===== config.mk =====
export PLATFORM = sky130hd
export DESIGN_NAME = memory_request_arbiter_flat
export DESIGN_NICKNAME = d
export VERILOG_FILES = /design/src/rtl/memory_request_arbiter_if.sv /design/src/rtl/memory_request_arbiter.sv /design/src/flat_wrapper.sv
export SDC_FILE = /design/constraint.sdc
export NUM_CORES = 1
export LEC_CHECK = 0
export CORE_MARGIN = 4
export CORE_UTILIZATION = 42
export DETAILED_ROUTE_END_ITERATION = 8
export PLACE_DENSITY = 0.85
export SLEW_MARGIN = 20
export SYNTH_ARGS = -nofsm -noshare
export SYNTH_HDL_FRONTEND = slang
export SYNTH_SLANG_ARGS = --single-unit

===== constraint.sdc =====
create_clock -name CLK -period 2.2 [get_ports CLK]
set_input_delay 0.33 -clock CLK [delete_from_list [all_inputs] [get_ports CLK]]
set_output_delay 0.33 -clock CLK [all_outputs]
set_load 0.02 [all_outputs]

===== src/rtl/memory_request_arbiter_if.sv =====
// Bundle of the datapath request port and the shared RAM port seen by the arbiter.
// The slave modport is the arbiter; master is the datapath/RAM environment.
interface memory_request_arbiter_if #(
    parameter int CNT_W = 32
);
    logic             iREN;
    logic [31:0]      iaddr;
    logic             dREN;
    logic             dWEN;
    logic [31:0]      daddr;
    logic [31:0]      dstore;
    logic             ihit;
    logic [31:0]      iload;
    logic             dhit;
    logic [31:0]      dload;
    logic             ramREN;
    logic             ramWEN;
    logic [31:0]      ramaddr;
    logic [31:0]      ramstore;
    logic [31:0]      ramload;
    logic             ramACK;
    logic             timeout;
    logic             req_err;
    logic [CNT_W-1:0] ifetch_cnt;
    logic [CNT_W-1:0] dacc_cnt;

    modport slave (
        input  iREN, iaddr, dREN, dWEN, daddr, dstore, ramload, ramACK,
        output ihit, iload, dhit, dload, ramREN, ramWEN, ramaddr, ramstore,
        output timeout, req_err, ifetch_cnt, dacc_cnt
    );

    modport master (
        output iREN, iaddr, dREN, dWEN, daddr, dstore, ramload, ramACK,
        input  ihit, iload, dhit, dload, ramREN, ramWEN, ramaddr, ramstore,
        input  timeout, req_err, ifetch_cnt, dacc_cnt
    );
endinterface


===== src/rtl/memory_request_arbiter.sv =====
// Arbitrates instruction and data requests onto a single RAM port with a
// wait-state watchdog, sticky error flags and completion counters.
module memory_request_arbiter #(
    parameter int TIMEOUT = 256,
    parameter int CNT_W   = 32
) (
    input  logic                      CLK,
    input  logic                      nRST,
    memory_request_arbiter_if.slave   bus
);
    localparam int WAIT_W = (TIMEOUT > 1) ? $clog2(TIMEOUT) : 1;
    localparam logic [WAIT_W-1:0] WAIT_LAST = WAIT_W'(TIMEOUT - 1);

    typedef enum logic [1:0] {
        ST_IDLE  = 2'd0,
        ST_DATA  = 2'd1,
        ST_INSTR = 2'd2
    } state_t;

    state_t             state_q;
    logic               last_data_q;
    logic               op_wr_q;
    logic               ram_ren_q;
    logic               ram_wen_q;
    logic [31:0]        ramaddr_q;
    logic [31:0]        ramstore_q;
    logic [WAIT_W-1:0]  wait_cnt_q;
    logic               timeout_q;
    logic               req_err_q;
    logic [CNT_W-1:0]   ifetch_cnt_q;
    logic [CNT_W-1:0]   dacc_cnt_q;

    logic data_req_s;
    logic grant_data_s;
    logic busy_s;
    logic ack_data_s;
    logic ack_instr_s;
    logic dhit_s;
    logic ihit_s;
    logic expire_s;

    // After a data grant, a pending instruction fetch gets the next slot.
    assign data_req_s   = bus.dREN | bus.dWEN;
    assign grant_data_s = data_req_s & ~(last_data_q & bus.iREN);

    assign busy_s      = (state_q == ST_DATA) | (state_q == ST_INSTR);
    assign ack_data_s  = (state_q == ST_DATA)  & bus.ramACK;
    assign ack_instr_s = (state_q == ST_INSTR) & bus.ramACK;
    // A hit is reported only if the originating request is still asserted.
    assign dhit_s      = ack_data_s & (op_wr_q ? bus.dWEN : bus.dREN);
    assign ihit_s      = ack_instr_s & bus.iREN;
    assign expire_s    = busy_s & ~bus.ramACK & (wait_cnt_q == WAIT_LAST);

    assign bus.dhit       = dhit_s;
    assign bus.ihit       = ihit_s;
    assign bus.dload      = ack_data_s  ? bus.ramload : 32'h0000_0000;
    assign bus.iload      = ack_instr_s ? bus.ramload : 32'h0000_0000;
    assign bus.ramREN     = ram_ren_q;
    assign bus.ramWEN     = ram_wen_q;
    assign bus.ramaddr    = ramaddr_q;
    assign bus.ramstore   = ramstore_q;
    assign bus.timeout    = timeout_q;
    assign bus.req_err    = req_err_q;
    assign bus.ifetch_cnt = ifetch_cnt_q;
    assign bus.dacc_cnt   = dacc_cnt_q;

    // Arbitration FSM, RAM enables, watchdog, flags and counters.
    always_ff @(posedge CLK or negedge nRST) begin
        if (!nRST) begin
            state_q      <= ST_IDLE;
            last_data_q  <= 1'b0;
            op_wr_q      <= 1'b0;
            ram_ren_q    <= 1'b0;
            ram_wen_q    <= 1'b0;
            ramaddr_q    <= 32'h0000_0000;
            ramstore_q   <= 32'h0000_0000;
            wait_cnt_q   <= '0;
            timeout_q    <= 1'b0;
            req_err_q    <= 1'b0;
            ifetch_cnt_q <= '0;
            dacc_cnt_q   <= '0;
        end else begin
            case (state_q)
                ST_IDLE: begin
                    if (grant_data_s) begin
                        state_q     <= ST_DATA;
                        last_data_q <= 1'b1;
                        op_wr_q     <= bus.dWEN;
                        ram_wen_q   <= bus.dWEN;
                        ram_ren_q   <= ~bus.dWEN;
                        ramaddr_q   <= bus.daddr;
                        ramstore_q  <= bus.dstore;
                        wait_cnt_q  <= '0;
                        if (bus.dREN && bus.dWEN) begin
                            req_err_q <= 1'b1;
                        end else begin
                            req_err_q <= req_err_q;
                        end
                    end else if (bus.iREN) begin
                        state_q     <= ST_INSTR;
                        last_data_q <= 1'b0;
                        op_wr_q     <= 1'b0;
                        ram_ren_q   <= 1'b1;
                        ram_wen_q   <= 1'b0;
                        ramaddr_q   <= bus.iaddr;
                        wait_cnt_q  <= '0;
                    end else begin
                        state_q <= ST_IDLE;
                    end
                end
                ST_DATA, ST_INSTR: begin
                    // ACK on the expiry cycle is a normal completion.
                    if (bus.ramACK || expire_s) begin
                        state_q   <= ST_IDLE;
                        ram_ren_q <= 1'b0;
                        ram_wen_q <= 1'b0;
                    end else begin
                        wait_cnt_q <= wait_cnt_q + WAIT_W'(1);
                    end
                    if (expire_s) begin
                        timeout_q <= 1'b1;
                    end else begin
                        timeout_q <= timeout_q;
                    end
                    if (dhit_s) begin
                        dacc_cnt_q <= dacc_cnt_q + CNT_W'(1);
                    end else begin
                        dacc_cnt_q <= dacc_cnt_q;
                    end
                    if (ihit_s) begin
                        ifetch_cnt_q <= ifetch_cnt_q + CNT_W'(1);
                    end else begin
                        ifetch_cnt_q <= ifetch_cnt_q;
                    end
                end
                default: begin
                    state_q   <= ST_IDLE;
                    ram_ren_q <= 1'b0;
                    ram_wen_q <= 1'b0;
                end
            endcase
        end
    end
endmodule

===== src/flat_wrapper.sv =====
// flat-port wrapper written by rule: the top's interface ports become plain ports
module memory_request_arbiter_flat 
#(
    parameter int TIMEOUT = 256,
    parameter int CNT_W   = 32
)
  (CLK, nRST, bus_iREN, bus_iaddr, bus_dREN, bus_dWEN, bus_daddr, bus_dstore, bus_ramload, bus_ramACK, bus_ihit, bus_iload, bus_dhit, bus_dload, bus_ramREN, bus_ramWEN, bus_ramaddr, bus_ramstore, bus_timeout, bus_req_err, bus_ifetch_cnt, bus_dacc_cnt);
  memory_request_arbiter_if #(.CNT_W(CNT_W)) bus_i ();
  input  logic CLK;
  input  logic nRST;
  input wire logic [$bits(bus_i.iREN)-1:0] bus_iREN;
  input wire logic [$bits(bus_i.iaddr)-1:0] bus_iaddr;
  input wire logic [$bits(bus_i.dREN)-1:0] bus_dREN;
  input wire logic [$bits(bus_i.dWEN)-1:0] bus_dWEN;
  input wire logic [$bits(bus_i.daddr)-1:0] bus_daddr;
  input wire logic [$bits(bus_i.dstore)-1:0] bus_dstore;
  input wire logic [$bits(bus_i.ramload)-1:0] bus_ramload;
  input wire logic [$bits(bus_i.ramACK)-1:0] bus_ramACK;
  output wire logic [$bits(bus_i.ihit)-1:0] bus_ihit;
  output wire logic [$bits(bus_i.iload)-1:0] bus_iload;
  output wire logic [$bits(bus_i.dhit)-1:0] bus_dhit;
  output wire logic [$bits(bus_i.dload)-1:0] bus_dload;
  output wire logic [$bits(bus_i.ramREN)-1:0] bus_ramREN;
  output wire logic [$bits(bus_i.ramWEN)-1:0] bus_ramWEN;
  output wire logic [$bits(bus_i.ramaddr)-1:0] bus_ramaddr;
  output wire logic [$bits(bus_i.ramstore)-1:0] bus_ramstore;
  output wire logic [$bits(bus_i.timeout)-1:0] bus_timeout;
  output wire logic [$bits(bus_i.req_err)-1:0] bus_req_err;
  output wire logic [$bits(bus_i.ifetch_cnt)-1:0] bus_ifetch_cnt;
  output wire logic [$bits(bus_i.dacc_cnt)-1:0] bus_dacc_cnt;
  assign bus_i.iREN = bus_iREN;
  assign bus_i.iaddr = bus_iaddr;
  assign bus_i.dREN = bus_dREN;
  assign bus_i.dWEN = bus_dWEN;
  assign bus_i.daddr = bus_daddr;
  assign bus_i.dstore = bus_dstore;
  assign bus_i.ramload = bus_ramload;
  assign bus_i.ramACK = bus_ramACK;
  assign bus_ihit = bus_i.ihit;
  assign bus_iload = bus_i.iload;
  assign bus_dhit = bus_i.dhit;
  assign bus_dload = bus_i.dload;
  assign bus_ramREN = bus_i.ramREN;
  assign bus_ramWEN = bus_i.ramWEN;
  assign bus_ramaddr = bus_i.ramaddr;
  assign bus_ramstore = bus_i.ramstore;
  assign bus_timeout = bus_i.timeout;
  assign bus_req_err = bus_i.req_err;
  assign bus_ifetch_cnt = bus_i.ifetch_cnt;
  assign bus_dacc_cnt = bus_i.dacc_cnt;
  memory_request_arbiter #(.TIMEOUT(TIMEOUT), .CNT_W(CNT_W)) u_core (.CLK(CLK), .nRST(nRST), .bus(bus_i));
endmodule

After elaboration in Yosys (flattened, before gate mapping)
Index checks and enable logic that the tools add are counted.
{"block": "word_totals", "register_bits": 144, "inputBits": 134, "out_inout_bits": 198}
{"block": "op_classes", "n_addsub": 3, "eq_ne": 6, "muxes": 21, "bitwise": 13, "reduce_logical": 14}
{"cell": "32-bit two-way mux", "n": 4}
{"cell": "32-bit by 1-bit adder with 32-bit output (second input constant)", "n": 2}
{"cell": "8-bit two-way mux", "n": 3}
{"cell": "8-bit one-hot mux with 2 select lines", "n": 1}
{"cell": "2-bit AND reduction", "n": 6}
{"cell": "8-bit by 1-bit adder with 8-bit output (second input constant)", "n": 1}
{"cell": "1-bit bitwise AND", "n": 8}
{"cell": "8-bit equality test (second input constant)", "n": 1}
{"cell": "1-bit two-way mux", "n": 7}
{"cell": "2-bit two-way mux", "n": 3}
{"cell": "3-bit AND reduction", "n": 2}
{"cell": "1-bit one-hot mux with 2 select lines", "n": 2}
{"cell": "2-bit one-hot mux with 2 select lines", "n": 1}
{"cell": "2-bit nonzero test", "n": 2}
{"cell": "3-bit by 2-bit inequality test with 1-bit output (second input constant)", "n": 1}
{"cell": "1-bit inverter", "n": 3}
{"cell": "2-bit by 1-bit equality test with 1-bit output (second input constant)", "n": 1}
{"cell": "2-bit equality test (second input constant)", "n": 1}
{"cell": "2-bit logical NOT", "n": 1}
{"cell": "2-bit by 1-bit inequality test with 1-bit output (second input constant)", "n": 1}
{"cell": "2-bit inequality test (second input constant)", "n": 1}
{"cell": "1-bit OR", "n": 2}
{"cell": "2-bit OR reduction", "n": 1}
{"cell": "1-bit logical AND", "n": 1}
{"cell": "1-bit logical OR", "n": 1}

Logic depth before layout (Yosys ltp)
Gate-level depths: netlist of the first run.
{"block": "logic_depth", "depth_word": 7, "mapped_depth": 8, "ltp_nobuf": 6}

Worst setup path before layout of the first run
No wires, ideal clock.
{"block": "synth_timing", "path_kind": "flip-flop to flip-flop", "from": "register u_core.state_q[0]", "to": "register u_core.wait_cnt_q[7]", "t_arrival_ns": 1.725, "t_required_ns": 2.113, "path_slack_ns": 0.389, "stages_incl_launch_ff": 8, "path_cell_list": "dfrtp_1 inv_1 ha_1 and2b_1 buf_4 o21ai_2 or4_1 o211ai_1"}
{"block": "synth_between", "elab_chain_len": 7, "word_cells_on_any_way": 13, "cone_classes": "eq/ne (4); mux (1); bitwise (3); reduce/logical (5)"}
{"element": "start: declaration", "line_no": "memory_request_arbiter.sv:20", "text": "state_t state_q;"}
{"element": "start signal: assignment", "line_no": "memory_request_arbiter.sv:70", "text": "state_q <= ST_IDLE;"}
{"element": "start signal: assignment", "line_no": "memory_request_arbiter.sv:86", "text": "state_q <= ST_DATA;"}
{"element": "start signal: assignment", "line_no": "memory_request_arbiter.sv:100", "text": "state_q <= ST_INSTR;"}
{"element": "2-bit by 1-bit equality test with 1-bit output / 2-bit equality test (equally long branches)", "line_no": "memory_request_arbiter.sv:46, memory_request_arbiter.sv:83"}
{"element": "1-bit OR", "line_no": "memory_request_arbiter.sv:46", "text": "assign busy_s = (state_q == ST_DATA) | (state_q == ST_INSTR);"}
{"element": "1-bit bitwise AND (2 in series)", "line_no": "memory_request_arbiter.sv:52", "text": "assign expire_s = busy_s & ~bus.ramACK & (wait_cnt_q == WAIT_LAST);"}
{"element": "1-bit logical OR", "line_no": "memory_request_arbiter.sv:113", "text": "if (bus.ramACK || expire_s) begin"}
{"element": "2-bit inequality test (no line)"}
{"element": "3-bit AND reduction (no line)"}
{"element": "end signal: assignment", "line_no": "memory_request_arbiter.sv:118", "text": "wait_cnt_q <= wait_cnt_q + WAIT_W'(1);"}
{"element": "end: declaration", "line_no": "memory_request_arbiter.sv:27", "text": "logic [WAIT_W-1:0] wait_cnt_q;"}
Parallel ways exist; a longest one is shown, timed or not.
A chain may end at the register's enable or synchronous reset.

Final worst setup path of the first run
{"block": "layout_timing", "from": "register u_core.state_q[1]", "to": "output bus_dload[24]"}
{"block": "layout_between", "elab_chain_len": 3}
{"element": "2-bit by 1-bit equality test with 1-bit output", "line_no": "memory_request_arbiter.sv:47", "text": "assign ack_data_s = (state_q == ST_DATA) & bus.ramACK;"}
{"element": "1-bit bitwise AND", "line_no": "memory_request_arbiter.sv:47"}
{"element": "32-bit two-way mux", "line_no": "memory_request_arbiter.sv:56", "text": "assign bus.dload = ack_data_s ? bus.ramload : 32'h0000_0000;"}
{"element": "end: declaration", "line_no": "flat_wrapper.sv:22", "text": "output wire logic [$bits(bus_i.dload)-1:0] bus_dload;"}
No other way between the ends.

==> qor.yml, run 1 <==
worst_setup_path:
  path_class: "reg2out"
  crit_fanout: 32
  cp.arrival_ns: 1.79
  start_kind: "flip-flop"
  cp_data_required_time_ns: 1.87
  end_kind: "primary output"
  r2r_setup_slack_ns: 0.13
yosys:
  async_reset_ff_share_pct: 100
  synth_warnings: 0
  netlist_instances: 654
  syn-num-nets: 794
  synthFlopType: "dfrtp_1"
  synth_cell_types: 56
  synth_edf_count: 0
  synth_area_um2: 7190
  syn_avg_cell_area_um2: 11.0
  ys_seq_area_share_pct: 50.1
  ys_ff_latch: 144
timing:
  min_period_over_period_pct: 96.2
  setup_viol: 0
  fmax_mhz: 473
  period_minus_slack_ns: 2.12
  finalHoldViolCount: 0
  relSlewSlack_pct: 61.7
  tightest_slew_ns: 0.570
  skew_ns: 0.0101
  final_max_slew_viol_count: 0
  setup_tns_ns: 0
  rsz0062_at_grt: "yes"
placed_design:
  gp_routability_congestion: 0.897
  port_buffers: 331
  hpwl_um: 16400
  dpl_cell_area_um2: 10900
finish:
  fin_nets: 1132
  n_antenna_cell: 0
  area_growth_pct: 59.2
  layout_common_cells: "263 x clkdlybuf4s50_1, 144 x dfrtp_1, 80 x and3_1, 68 x nand2_1, 38 x o21ai_0"
  final_layout_size_suffix_gt1_share_pct: 13.0
  final_area_um2: 11500
  final_common_cell: "clkdlybuf4s50_1"
detailed_routing:
  wirelength_um: 21500
  vias: 6298
  firstDrtPassIters: 4
  wl_per_cell_um: 17.6
  drt_first_iter_violations: 357
  vias_per_cell: 5.15
  drc_errors: 0
  detail-route-antenna-nets: 0
power:
  sw_frac_of_total_pct: 35.9
  power.share.clock_pct: 23.3
  report.power.total_mw: 12.0
  leakage_nw: 5.32
  irDropWorstVdd_mv: 0.660
  p_comb_share_pct: 44.4
  power_frac_seq_pct: 32.4
  powerDensity_nw_per_um2: 1040
  netSwitchingPower_mw: 4.30
  p_int_mw: 7.66
global_routing:
  grt_max_degree: 68
  antenna_found_initial: 0
  grt_pass1_vias: 6339
  track_usage_pct: 21.8
  grt_pass1_wl_um: 34200
  grt_overflow: 0
status:
  status: "completed"
min_path:
  hp-class: "in2async"
cts:
  clk_latency_ns: 0.41
  cts_tree: "yes"
  clk_pin_slew_worst_paths_ns: 0.06
  htree_levels: 4
  clk_path_buf_depth: 2
  cts_buffers: 17
  clock-root-buffer: "clkbuf_16"
  clock_sinks: 144
floorplan:
  die_w_um: 139
  ioPinCount: 332
  row_count: 47
  die_area_um2: 19300
  dieHeight_um: 139
  core_um2: 16700
  start_util_pct: 43.1
run:
  maxCapViolations: 0
[routing by layer]
| metal | track usage [%] | wire length (µm) |
|---|---|---|
| met3 | 7.14 | 1590 |
| met5 | 0 | 0 |
| met1 | 26.8 | 8730 |
| met2 | 37.1 | 10900 |
| met4 | 5.82 | 371 |
[power by group through the flow]
stage | combinational (mW) | sequential (mW) | clock [mW]
finish | 5.31 | 3.87 | 2.79
global route | 5.68 | 3.96 | 2.97
CTS | 5.37 | 3.87 | 2.84
detailed placement | 5.43 | 3.90 | 0
global placement | 5.34 | 3.85 | 0
floorplan | 1.96 | 4.62 | 0
[path summary, 6_finish.rpt]
path | start | end | depth (start not counted)
min reg2reg | u_core.bus.dacc_cnt[31] | u_core.bus.dacc_cnt[31] | 1
max | u_core.state_q[1] | bus_dload[24] | 5
max in group asynchronous | nRST | u_core.bus.ramstore[24] | 3
min | nRST | u_core.bus.dacc_cnt[1] | 2
max reg2reg | u_core.state_q[0] | u_core.wait_cnt_q[7] | 6
min in group CLK | u_core.bus.dacc_cnt[31] | u_core.bus.dacc_cnt[31] | 1
[flip-flops by register name, indices dropped and copies added, names as in the netlist, 2 cells and up]
name                   flops
u_core.bus.ramaddr        32
u_core.state_q             2
u_core.bus.dacc_cnt       32
u_core.wait_cnt_q          8
u_core.bus.ifetch_cnt     32
u_core.bus.ramstore       32
[cell usage after synthesis (6+ instances only)]
cell	count	area (µm²)
a21oi_1	6	30.0
and3_1	80	500
and4_1	8	70.1
buf_2	10	50.1
buf_4	8	60.1
clkbuf_1	20	75.1
dfrtp_1	144	3600
ha_1	6	75.1
inv_1	8	30.0
mux2_2	35	394
mux2i_1	33	330
nand2_1	68	255
nand3_1	28	140
nand4_1	19	119
nor2_1	7	26.3
nor3_1	10	50.1
nor3_2	8	80.1
nor4_2	6	75.1
o21ai_0	38	190
xnor2_1	34	298
xor2_1	28	245
[worst max-delay path: stages (launching register included)]
cell,delay [ns]
dfrtp_1,0.38
inv_1,0.09
ha_1,0.22
buf_12,0.18
and3_1,0.17
dlygate4sd2_1,0.34
[per-stage QoR]
stage          instances  util [%]  hold slack, ns  worst slack (ns)
2_1_floorplan        654         -          0.0344             0.389
3_3_place_gp        1192      65.4           0.271            0.0669
3_5_place_dp        1192      65.4           0.271            0.0691
4_1_cts             1223      68.4           0.397            0.0292
5_1_grt             1223      68.6           0.437           -0.0390
6_report            1223      68.6           0.406            0.0844
[logic make-up after synthesis]
kind of cell	count (synthesis)	synth area share, %
compound gates	63	5.27
xor+xnor	62	7.55
fa+ha+maj	6	1.04
buf+inv	47	3.15
flops	144	50.1
mux	69	10.3
simple gates	263	22.6
[final cells by class]
type                            count  area, µm²
Clock buffer                       20        457
Clock inverter                     10        113
Fill cell                        1300       5250
Inverter                            8       30.0
Multi-Input combinational cell    463       3380
Sequential cell                   144       3600
Tap cell                          220        275
Timing Repair Buffer              358       3590
[repair_timing]
| item | in CTS | in global routing |
|---|---|---|
| setup endpoints to repair | 66 | 37 |
| cloned | 0 | 0 |
| hold buffers | 1 | 0 |
| setup buffers | 0 | 0 |
| endpoints found under the hold margin | 40 | 0 |
| resized for setup | 66 | 40 |
No activity file was read; power rests on OpenSTA's default activity.
==> inputs of run 2 (changes only) <==
Settings changed: CORE_MARGIN 4 to 2.
==> qor.yml, run 2 (synthesis results as in run 1) <==
placed_design:
  port_buffers: 331  # unchanged
  dpl_cell_area_um2: 10900  # about the same
  gp_routability_congestion: 0.832  # was 0.897
  dp_slack_ns: 0.0495  # was 0.0691 ns
  hpwl_um: 15800  # was 16,400 µm
floorplan:
  ioPinCount: 332  # unchanged
  start_util_pct: 43.2  # was 43.1%
  die_w_um: 135  # was 139 µm
  core_um2: 16600  # was 16,700 µm²
  die_area_um2: 18200  # was 19,300 µm²
  dieHeight_um: 135  # was 139 µm
  row_count: 47  # unchanged
finish:
  nFillCells: 1277  # was 1,300
  final_common_cell: "clkdlybuf4s50_1"  # unchanged
  final_layout_size_suffix_gt1_share_pct: 17.5  # was 13.0%
  final_area_um2: 11400  # was 11,500 µm²
  n_antenna_cell: 0  # unchanged
  area_growth_pct: 57.9  # was 59.2%
  layout_common_cells: "263 x clkdlybuf4s50_1, 144 x dfrtp_1, 80 x and3_1, 68 x nand2_1, 45 x clkbuf_2"  # was 263 x clkdlybuf4s50_1, 144 x dfrtp_1, 80 x and3_1, 68 x nand2_1, 38 x o21ai_0
  fin_nets: 1131  # was 1,132
timing:
  setup_tns_ns: 0  # unchanged
  period_minus_slack_ns: 2.15  # was 2.12 ns
  setup_ws_ns: 0.0460  # was 0.0844 ns
  final_max_slew_viol_count: 0  # unchanged
  fmax_mhz: 464  # was 473 MHz
  finalHoldViolCount: 0  # unchanged
  min_period_over_period_pct: 97.9  # was 96.2%
  tightest_slew_ns: 0.531  # was 0.570 ns
  setup_viol: 0  # unchanged
  rsz0062_at_grt: "yes"  # unchanged
  skew_ns: 0.00902  # was 0.0101 ns
  relSlewSlack_pct: 64.3  # was 61.7%
cts:
  clk_path_buf_depth: 2  # unchanged
  clock-root-buffer: "clkbuf_16"  # unchanged
  clk_pin_slew_worst_paths_ns: 0.06  # about the same
  clk_latency_ns: 0.41  # about the same
  cts_tree: "yes"  # unchanged
  post_cts_buffers: 0  # unchanged
  htree_levels: 4  # unchanged
  clock_sinks: 144  # unchanged
  cts_buffers: 17  # unchanged
detailed_routing:
  wl_per_cell_um: 17.3  # was 17.6 µm
  drc_errors: 0  # unchanged
  vias_per_cell: 5.12  # was 5.15
  vias: 6264  # was 6,298
  firstDrtPassIters: 4  # unchanged
  drt_first_iter_violations: 299  # was 357
  wirelength_um: 21200  # was 21,500 µm
  detail-route-antenna-nets: 0  # unchanged
worst_setup_path:
  endpoint: "bus_iload[9]"  # was bus_dload[24]
  r2r_setup_slack_ns: 0.19  # was 0.13 ns
  end_kind: "primary output"  # unchanged
  worstRegToRegCells: 7  # was 6
  setup.worst_path.start: "u_core.state_q[0]"  # was u_core.state_q[1]
  cp.arrival_ns: 1.82  # was 1.79 ns
  r2r_start: "u_core.state_q[0]"  # unchanged
  path_class: "reg2out"  # unchanged
  cp_data_required_time_ns: 1.87  # about the same
  crit_fanout: 33  # was 32
  start_kind: "flip-flop"  # unchanged
  worstReg2RegEnd: "u_core.bus.ifetch_cnt[18]"  # was u_core.wait_cnt_q[7]
global_routing:
  grt_pass1_vias: 6341  # was 6,339
  grt_pass1_wl_um: 33800  # was 34,200 µm
  track_usage_pct: 23.7  # was 21.8%
  antenna_found_initial: 0  # unchanged
  grt_overflow: 0  # unchanged
  grt_max_degree: 75  # was 68
power:
  powerDensity_nw_per_um2: 1090  # was 1040 nW/µm²
  irDropWorstVdd_mv: 0.778  # was 0.660 mV
  report.power.total_mw: 12.4  # was 12.0 mW
  leakage_nw: 5.26  # was 5.32 nW
status:
  status: "completed"  # unchanged
min_path:
  hp-class: "in2async"  # unchanged
run:
  maxCapViolations: 0  # unchanged
run 2: what timing repair did:
item	4_1_cts	5_1_grt
endpoints found under the setup margin	66	67
hold endpoints to repair	49	0
hold buffers	1	0
pin swaps	0	0
gates resized for setup	78	105
run 2: how the worst min path moves through the flow:
stage | end | cells past startpoint
global route | u_core.bus.dacc_cnt[10] | 2
global placement | u_core.bus.dacc_cnt[12] | 1
finish | u_core.bus.dacc_cnt[10] | 2
floorplan | u_core.bus.dacc_cnt[0] | 0
CTS | u_core.bus.dacc_cnt[11] | 2
detailed placement | u_core.bus.dacc_cnt[11] | 1
run 2: critical path: stages (launching register included):
cell and delay (ns):
dfrtp_1 0.40, inv_1 0.09, ha_2 0.25, buf_12 0.18
and3_1 0.21, clkdlybuf4s15_2 0.27
run 2: metal layers:
| metal | global-route usage [%] | up-vias | wire, µm |
|---|---|---|---|
| met2 | 39.0 | 223 | 10600 |
| met5 | 0 | - | 0 |
| met3 | 7.02 | 31 | 1410 |
| li1 | - | 3015 | - |
| met1 | 30.1 | 2995 | 8730 |
| met4 | 7.37 | 0 | 438 |
run 2: power by group:
part           total (mW)  leakage (nW)  switching [mW]  internal (mW)
clock                3.32         0.332            1.10           2.22
sequential           3.87          1.84           0.492           3.38
combinational        5.22          3.09            2.72           2.50
run 2: layout make-up:
cell class                 instances  area (µm²)  area share, %
sequential                       144        3600           31.7
clock buffer                      23         478           4.21
timing repair buffer             357        3380           29.7
inverter                           8        30.0          0.264
multi-input combinational        463        3390           29.8
clock inverter                     9         203           1.78
tap                              220         275           2.42
run 2: metrics by stage:
stage | hold WS (ns) | utilization (%) | std cells
floorplan | 0.0344 | - | 654
global placement | 0.323 | 65.4 | 1191
detailed placement | 0.319 | 65.4 | 1191
CTS | 0.441 | 69.2 | 1224
global route | 0.482 | 68.2 | 1224
finish | 0.441 | 68.2 | 1224
